**config.mk**
```make
export PLATFORM = sky130hd
export DESIGN_NAME = sprite_draw_arbiter
export DESIGN_NICKNAME = d
export VERILOG_FILES = /design/src/rtl/sprite_draw_arbiter.sv
export SDC_FILE = /design/constraint.sdc
export NUM_CORES = 1
export LEC_CHECK = 0
export CAP_MARGIN = 40
export CORE_MARGIN = 1
export CORE_UTILIZATION = 50
export CTS_CLUSTER_SIZE = 40
export DETAILED_ROUTE_END_ITERATION = 10
export HOLD_SLACK_MARGIN = 0.05
export PLACE_DENSITY = 0.89
export SYNTH_ARGS = -nofsm -noshare
export SYNTH_HDL_FRONTEND = slang
export SYNTH_SLANG_ARGS = --single-unit
```
**constraint.sdc**
```tcl
create_clock -name clock -period 5.5 [get_ports clock]
set_input_delay 1.1 -clock clock [delete_from_list [all_inputs] [get_ports clock]]
set_output_delay 1.1 -clock clock [all_outputs]
set_load 0.05 [all_outputs]
```
**src/rtl/sprite_draw_arbiter.sv**
```systemverilog
// sprite_draw_arbiter: round-robin sharing of the vga_adapter write port between rectangle sprite sources
// Ports: clock/resetn (async active-low); req, x_in, y_in, w_in, h_in, colour_in are packed per-source requests;
// grant/done are one-hot pulses; busy spans grant through done; vga_x/vga_y/vga_colour/vga_plot drive vga_adapter.
module sprite_draw_arbiter #(
  parameter int NUM_REQ = 4,
  parameter int X_W = 8,
  parameter int Y_W = 7,
  parameter int SIZE_W = 4,
  parameter int COLOUR_W = 3,
  parameter int X_MAX = 159,
  parameter int Y_MAX = 119
) (
  input  logic                         clock,
  input  logic                         resetn,
  input  logic [NUM_REQ-1:0]           req,
  input  logic [NUM_REQ*X_W-1:0]       x_in,
  input  logic [NUM_REQ*Y_W-1:0]       y_in,
  input  logic [NUM_REQ*SIZE_W-1:0]    w_in,
  input  logic [NUM_REQ*SIZE_W-1:0]    h_in,
  input  logic [NUM_REQ*COLOUR_W-1:0]  colour_in,
  output logic [NUM_REQ-1:0]           grant,
  output logic [NUM_REQ-1:0]           done,
  output logic                         busy,
  output logic [X_W-1:0]               vga_x,
  output logic [Y_W-1:0]               vga_y,
  output logic [COLOUR_W-1:0]          vga_colour,
  output logic                         vga_plot
);
  localparam int IW = NUM_REQ > 1 ? $clog2(NUM_REQ) : 1;
  typedef enum logic [1:0] {IDLE, DRAW, FINISH} state_t;
  state_t state;
  logic [IW-1:0] last, sel, pick;
  logic [IW:0] k;
  logic [X_W-1:0] x0;
  logic [Y_W-1:0] y0;
  logic [SIZE_W-1:0] w, h, dx, dy;
  logic [COLOUR_W-1:0] col;
  logic [X_W:0] sx;
  logic [Y_W:0] sy;
  logic on_screen, last_col;
  // Scan downward from last+NUM_REQ to last+1 so the final hit is the first set bit above last.
  always_comb begin
    pick = '0;
    k = '0;
    for (int i = NUM_REQ; i >= 1; i--) begin
      k = (IW+1)'(last) + (IW+1)'(i);
      k = k >= (IW+1)'(NUM_REQ) ? k - (IW+1)'(NUM_REQ) : k;
      if (req[k[IW-1:0]]) pick = k[IW-1:0];
    end
  end
  // One extra bit keeps off-screen sums from wrapping back onto column/row 0.
  assign sx = {1'b0, x0} + (X_W+1)'(dx);
  assign sy = {1'b0, y0} + (Y_W+1)'(dy);
  assign on_screen = sx <= (X_W+1)'(X_MAX) && sy <= (Y_W+1)'(Y_MAX);
  assign last_col = dx == w;
  always_ff @(posedge clock or negedge resetn) begin
    if (!resetn) begin
      state <= IDLE;
      last <= IW'(NUM_REQ-1);
      sel <= '0;
      grant <= '0;
      done <= '0;
      busy <= 1'b0;
      vga_x <= '0;
      vga_y <= '0;
      vga_colour <= '0;
      vga_plot <= 1'b0;
      x0 <= '0;
      y0 <= '0;
      w <= '0;
      h <= '0;
      col <= '0;
      dx <= '0;
      dy <= '0;
    end else begin
      case (state)
        IDLE: begin
          done <= '0;
          vga_plot <= 1'b0;
          busy <= |req;
          grant <= |req ? NUM_REQ'(1) << pick : '0;
          sel <= pick;
          x0 <= x_in[pick*X_W +: X_W];
          y0 <= y_in[pick*Y_W +: Y_W];
          w <= w_in[pick*SIZE_W +: SIZE_W];
          h <= h_in[pick*SIZE_W +: SIZE_W];
          col <= colour_in[pick*COLOUR_W +: COLOUR_W];
          dx <= '0;
          dy <= '0;
          state <= |req ? DRAW : IDLE;
        end
        DRAW: begin
          grant <= '0;
          vga_plot <= on_screen;
          // Clipped pixels leave the last plotted coordinates on the bus.
          if (on_screen) begin
            vga_x <= sx[X_W-1:0];
            vga_y <= sy[Y_W-1:0];
            vga_colour <= col;
          end
          dx <= last_col ? '0 : dx + 1'b1;
          dy <= last_col ? dy + 1'b1 : dy;
          state <= last_col && dy == h ? FINISH : DRAW;
        end
        FINISH: begin
          vga_plot <= 1'b0;
          done <= NUM_REQ'(1) << sel;
          last <= sel;
          state <= IDLE;
        end
        default: state <= IDLE;
      endcase
    end
  end
endmodule

```
* After elaboration in Yosys (flattened, before gate mapping)
Cells that the tools add are included.
Word-level totals: flip-flop bits (word level) 68, output and inout bits 28, logic and storage cells 90
Operators by class: $add $sub $neg 12, $mul 2, $lt $le $gt $ge 10, equality and inequality tests 5, shift-type cells 7, multiplexer cells 27, reduce and logical (&&, ||, !) cells 10
Operators by type and width (count):
- 4-bit case mux with 2 select lines | 4
- 16-bit by 5-bit variable part select with 4-bit output | 2
- 32-bit by 6-bit variable part select with 8-bit output | 1
- 28-bit by 6-bit variable part select with 7-bit output | 1
- 2-bit two-way mux | 9
- 3-bit greater-or-equal comparator (second input constant) | 4
- 2-bit by 3-bit < comparator with 1-bit output (second input constant) | 4
- 4-bit two-way mux | 3
- 12-bit by 5-bit variable part select with 3-bit output | 1
- 8-bit by 4-bit adder with 9-bit output | 1
- 9-bit by 8-bit less-or-equal comparator with 1-bit output (second input constant) | 1
- 4-bit by 1-bit adder with 4-bit output (second input constant) | 2
- 7-bit by 4-bit adder with 8-bit output | 1
- 1-bit binary-select mux with 2-bit select | 4
- 4-bit == test | 2
- 8-bit by 7-bit less-or-equal comparator with 1-bit output (second input constant) | 1
- 1-bit by 2-bit left shift with 4-bit output (first input constant) | 2
- 2-bit by 1-bit subtractor with 2-bit output (second input constant) | 4
- 2-bit by 2-bit adder with 3-bit output (second input constant) | 2
- 2-bit nonzero test | 3
- 2-bit by 3-bit multiplier with 5-bit output (second input constant) | 1
- 1-bit two-way mux | 5
- 2-bit by 2-bit multiplier with 4-bit output (second input constant) | 1
- 2-bit case mux with 2 select lines | 1
- 11 further kinds | 13

* Depth between registers and ports, before layout
word-level depth 12, depth in mapped cells 9

* Worst setup path before layout
Ideal clock, no wire load.
kind reg-to-reg, from register dy[0], to register vga_colour[0], library setup time 0.125 ns, data arrival time 2.382 ns, data required time 5.375 ns, path slack 2.993 ns, cell stages (with the launch flop) 10, buffers on the path 1, clock period less this slack 2.507 ns, path through dfrtp_1 > ha_1 > fa_1 > nand3_2 > nand3_1 > nor4b_2 > a311oi_4 > o21ai_4 > buf_8 > mux2_4
On the way: cells in the longest elaborated chain, start to end 4
Ends and longest elaborated chain:
- from (decl) | RTL line 36 | logic [SIZE_W-1:0] w, h, dx, dy;
- from (signal assigned) | RTL line 102 | dy <= last_col ? dy + 1'b1 : dy;
- 7-bit by 4-bit adder with 8-bit output | RTL line 53 | assign sy = {1'b0, y0} + (Y_W+1)'(dy);
- 8-bit by 7-bit less-or-equal comparator with 1-bit output | RTL line 54 | assign on_screen = sx <= (X_W+1)'(X_MAX) && sy <= (Y_W+1)'(Y_MAX);
- 1-bit logical AND | RTL line 54
- 2-bit AND reduction (no source line)
- to (signal assigned) | RTL line 99 | vga_colour <= col;
- to (decl) | RTL line 26 | output logic [COLOUR_W-1:0] vga_colour,
Every way passes these cells. A chain may end at the register's enable or synchronous reset.

* Final worst setup path
from input port req[3], to register y0[6]
On the way: cells in the longest elaborated chain, start to end 8
Ends and longest elaborated chain:
- from (decl) | RTL line 15 | input logic [NUM_REQ-1:0] req,
- 1-bit binary-select mux with 2-bit select | RTL line 48 | if (req[k[IW-1:0]]) pick = k[IW-1:0];
- 1-bit two-way mux (implied by the code) | RTL line 48
- 2-bit two-way mux (3 in a row) | RTL line 48
- 2-bit two-way mux * | RTL line 48
- 2-bit by 3-bit multiplier with 5-bit output * | RTL line 84 | y0 <= y_in[pick*Y_W +: Y_W];
- 28-bit by 6-bit variable part select with 7-bit output * | RTL line 84
- to (signal assigned) | RTL line 84
- to (decl) | RTL line 35 | logic [Y_W-1:0] y0;
Mark *: on every way between the ends. The rest lies on a longest branch, timed or not. The select of a mux whose other input is x is not followed.

==> metrics.md <==
| Metric | Value |
|---|---|
| DRT Wirelength | `around 10000 µm` |
| Reg2reg path depth | `8` |
| Antenna violations before repair | `0` |
| Non-Filler Instances | `approximately 620` |
| Fraction of registers with async set/reset | `between 90% and 100%` |
| Cell Area, Placed | `roughly 5600 µm²` |
| Max Buffers Root-to-Sink | `2` |
| Total core area | `7850 µm²` |
| Outcome | `finished clean` |
| Worst-Skew Late Latency | `0.35 ns` |
| TritonRoute pass-1 iters | `4` |
| Dpl ws | `around 2.1 ns` |
| Crit end category | `flop` |
| Min-delay worst type | `reg2reg` |
| Crit path arrival time | `approximately 3.4 ns` |
| Worst reg-to-reg setup slack | `roughly 2.5 ns` |
| Net Count, Synth | `500` |
| CTS Buf Count | `9` |
| Post-synth top area share | `~40%` |
| Total global routing overflow | `0` |
| Main flop type after synthesis | `dfrtp_1` |
| Syn Area/Cell | `~11 µm²` |
| CP startpoint | `req[3]` |
| Final WS setup | `2.38 ns` |
| Critical path required time | `between 5 and 6 ns` |
| Fill cells | `roughly 560` |
| CTS Sinks | `68` |
| Clock-pin slew on the worst setup and hold paths | `roughly 0.07 ns` |
| Worst hold slack | `0.482 ns` |
| Worst r2r src | `dx[0]` |
| Period utilization | `around 57%` |
| DRT antenna net count | `0` |
| Leakage power | `about 2.6 nW` |
| Final min period | `3.12 ns` |
| GRT Util Overall | `between 20% and 30%` |
| WP depth | `7` |
| Root Buffer | `clkbuf_8` |
| # Post-CTS Setup Buffers | `0` |
| Yosys top cell by area | `dfrtp_1` |
| DR iter-0 viols | `between 100 and 150` |
| # DRC | `0` |
| Via density per instance | `5.51` |
| Dpl hpwl | `7140 µm` |
| R2r endpoint | `vga_x[0]` |
| Die area | `approximately 8600 µm²` |
| Slowest cell on crit path | `buf_4` |
| Post-CTS Hold Buffers | `0` |
| Tot Pwr | `1.15 mW` |
| IO Port Bufs | `around 140` |
| Row count | `32` |
| Layout cells sized above 1 | `between 10% and 20%` |
| Slew Viols, Final | `0` |
| Per-cell routed wire length | `around 16 µm` |
| Hold Path Stages | `2` |
| CP Launch Type | `input port` |
| Fmax achieved | `between 0.3 and 0.4 GHz` |
| Vias in the first global route | `between 3000 and 4000` |
| Fin. Hold Viols | `0` |
| Pwr dens | `198 nW/µm²` |
| Final setup viols | `0` |
| RSZ-0062 raised after global routing | `no` |
| Synth Instances | `around 380` |
| Peak supply drop | `0.000125 V` |
| Critical path's largest stage delay | `approximately 0.71 ns` |
| # IOs | `138` |
| Pin count of the biggest net entering global routing | `between 60 and 70` |
| Seq cells post-synth | `68` |
| Crit-path max FO | `56` |
| Final TNS setup | `0 ns` |
| Max-slew headroom | `about two fifths` |
| Sequential area share after synthesis | `between 40% and 50%` |
| Die width | `around 93 µm` |
| Unique masters post-synth | `51` |
| YS warnings | `0` |
| Area growth syn-to-layout | `41.9%` |
| Critical-path cell list | `clkdlybuf4s50_1, a31oi_1, a21oi_4, buf_4, mux2i_1, mux2_2, o21ai_0` |
| CTS H-tree lvls | `3` |
| CTS tree | `yes` |
| Dpl cells | `602` |
| Clock Skew | `0.00606 ns` |
| Post-route cell area | `5820 µm²` |
| Post-layout util | `about three quarters` |
| Post-Syn Area | `approximately 4000 µm²` |
| Post-CTS resize count | `0` |
| N_diodes | `0` |
| Worst setup path end | `y0[6]` |
| Worst-margin pin slew | `about 0.9 ns` |
| Initial Util | `between 50% and 60%` |
| Crit path max-delay family | `buffers and inverters` |
| Crit Path Class | `in2reg` |
| GP Congestion | `between 0.8 and 0.9` |
| DR vias | `~3400` |
| First-pass GRT wire length | `between 15000 and 20000 µm` |
| CP bufs+invs | `2` |
| Die H | `approximately 93 µm` |
| MaxCap Viol Count | `0` |
| Area contributors post-synth | `dfrtp_1 (40%), mux2i_1 (13%), mux2_2 (9.6%), o21ai_0 (4.3%), nand2_1 (3.8%)` |
| Nets | `between 600 and 700` |
| Number of flops mapped to enable cells by yosys | `0` |
==> cell families after synthesis <==
kind of cell	synth area share (%)
AO/OA/AOI/OAI	11.3
XOR/XNOR	4.27
adder cells (fa/ha/maj)	4.03
buffers and inverters	3.11
flip-flops	41.5
multiplexers	25.8
AND/OR/NAND/NOR	9.85
==> area by class of cell <==
type	instances	area [µm²]	share of cell area, %
flip-flops and latches	68	1700	29.3
clock buffers	13	169	2.90
well taps	102	128	2.19
clock inverters	3	67.6	1.16
repair buffers	141	1430	24.5
inverters	7	26.3	0.451
multi-input cells	284	2300	39.5
==> sequential cells by signal, indices dropped and copies added, names as in the netlist <==
name and flops:
busy 1, h 4, last 2, vga_plot 1
col 3, vga_y 7, x0 8, grant 4
vga_x 8, dx 4, y0 7, w 4
dy 4, sel 2, done 4, state 2
vga_colour 3
==> worst min-delay path: cells and delay by family (launching register included) <==
family          cells  cell delay, ns
flops               1            0.35
simple gates        1            0.05
compound gates      1            0.05
==> where the power goes <==
part / switching [mW] / total, mW / internal, mW
combinational: 0.0578 / 0.172 / 0.114
sequential: 0.000136 / 0.500 / 0.500
clock: 0.185 / 0.478 / 0.293
==> cell usage in the layout, fill, tap and decap left out, types with 3 or more instances in the layout <==
cell type,instances
clkdlybuf4s50_1,136
dfrtp_1,66
mux2i_1,53
nand2_1,42
o21ai_0,35
mux2_2,35
xnor2_1,15
nand3_1,13
clkbuf_8,12
ha_1,10
nor2_1,9
mux2_4,9
inv_1,7
a21oi_1,6
xor2_1,5
a32o_1,4
nand2b_1,3
o22ai_1,3
a21oi_2,3
nor2b_1,3
o31ai_1,3
==> how the worst min path moves through the flow <==
stage	startpoint	to
6_report	grant[0]	grant[0]
5_1_grt	y0[0]	y0[0]
4_1_cts	grant[0]	grant[0]
3_5_place_dp	grant[0]	grant[0]
3_3_place_gp	y0[0]	y0[0]
2_1_floorplan	col[1]	col[1]
==> metal layers <==
layer / up-vias / global-route usage, % / share of wire [%]
li1: 1626 / - / -
met1: 1642 / 27.8 / 39
met2: 118 / 45.5 / 54
met3: 19 / 5.67 / 5.5
met4: 0 / 9.64 / 2.0
met5: - / 0 / 0
==> synthesized netlist by cell type (2+ instances only) <==
master    number
nand3_1       13
buf_2          3
o21ai_1        2
o31ai_1        3
nand2_1       42
inv_1          7
nor2_1         9
a21o_1         2
xnor2_1       15
mux2_2        35
nand2b_1       3
xor2_1         5
mux2_4         9
buf_4          4
dfstp_2        2
nor2b_1        3
nand4_1        2
ha_1          10
a21oi_1        7
fa_1           2
mux2i_1       53
dfrtp_1       66
o22ai_1        3
a32o_1         4
o21ai_0       35
nor3_1         2
a21oi_2        3
clkbuf_1      11
Power figures use the tool's default switching activity.
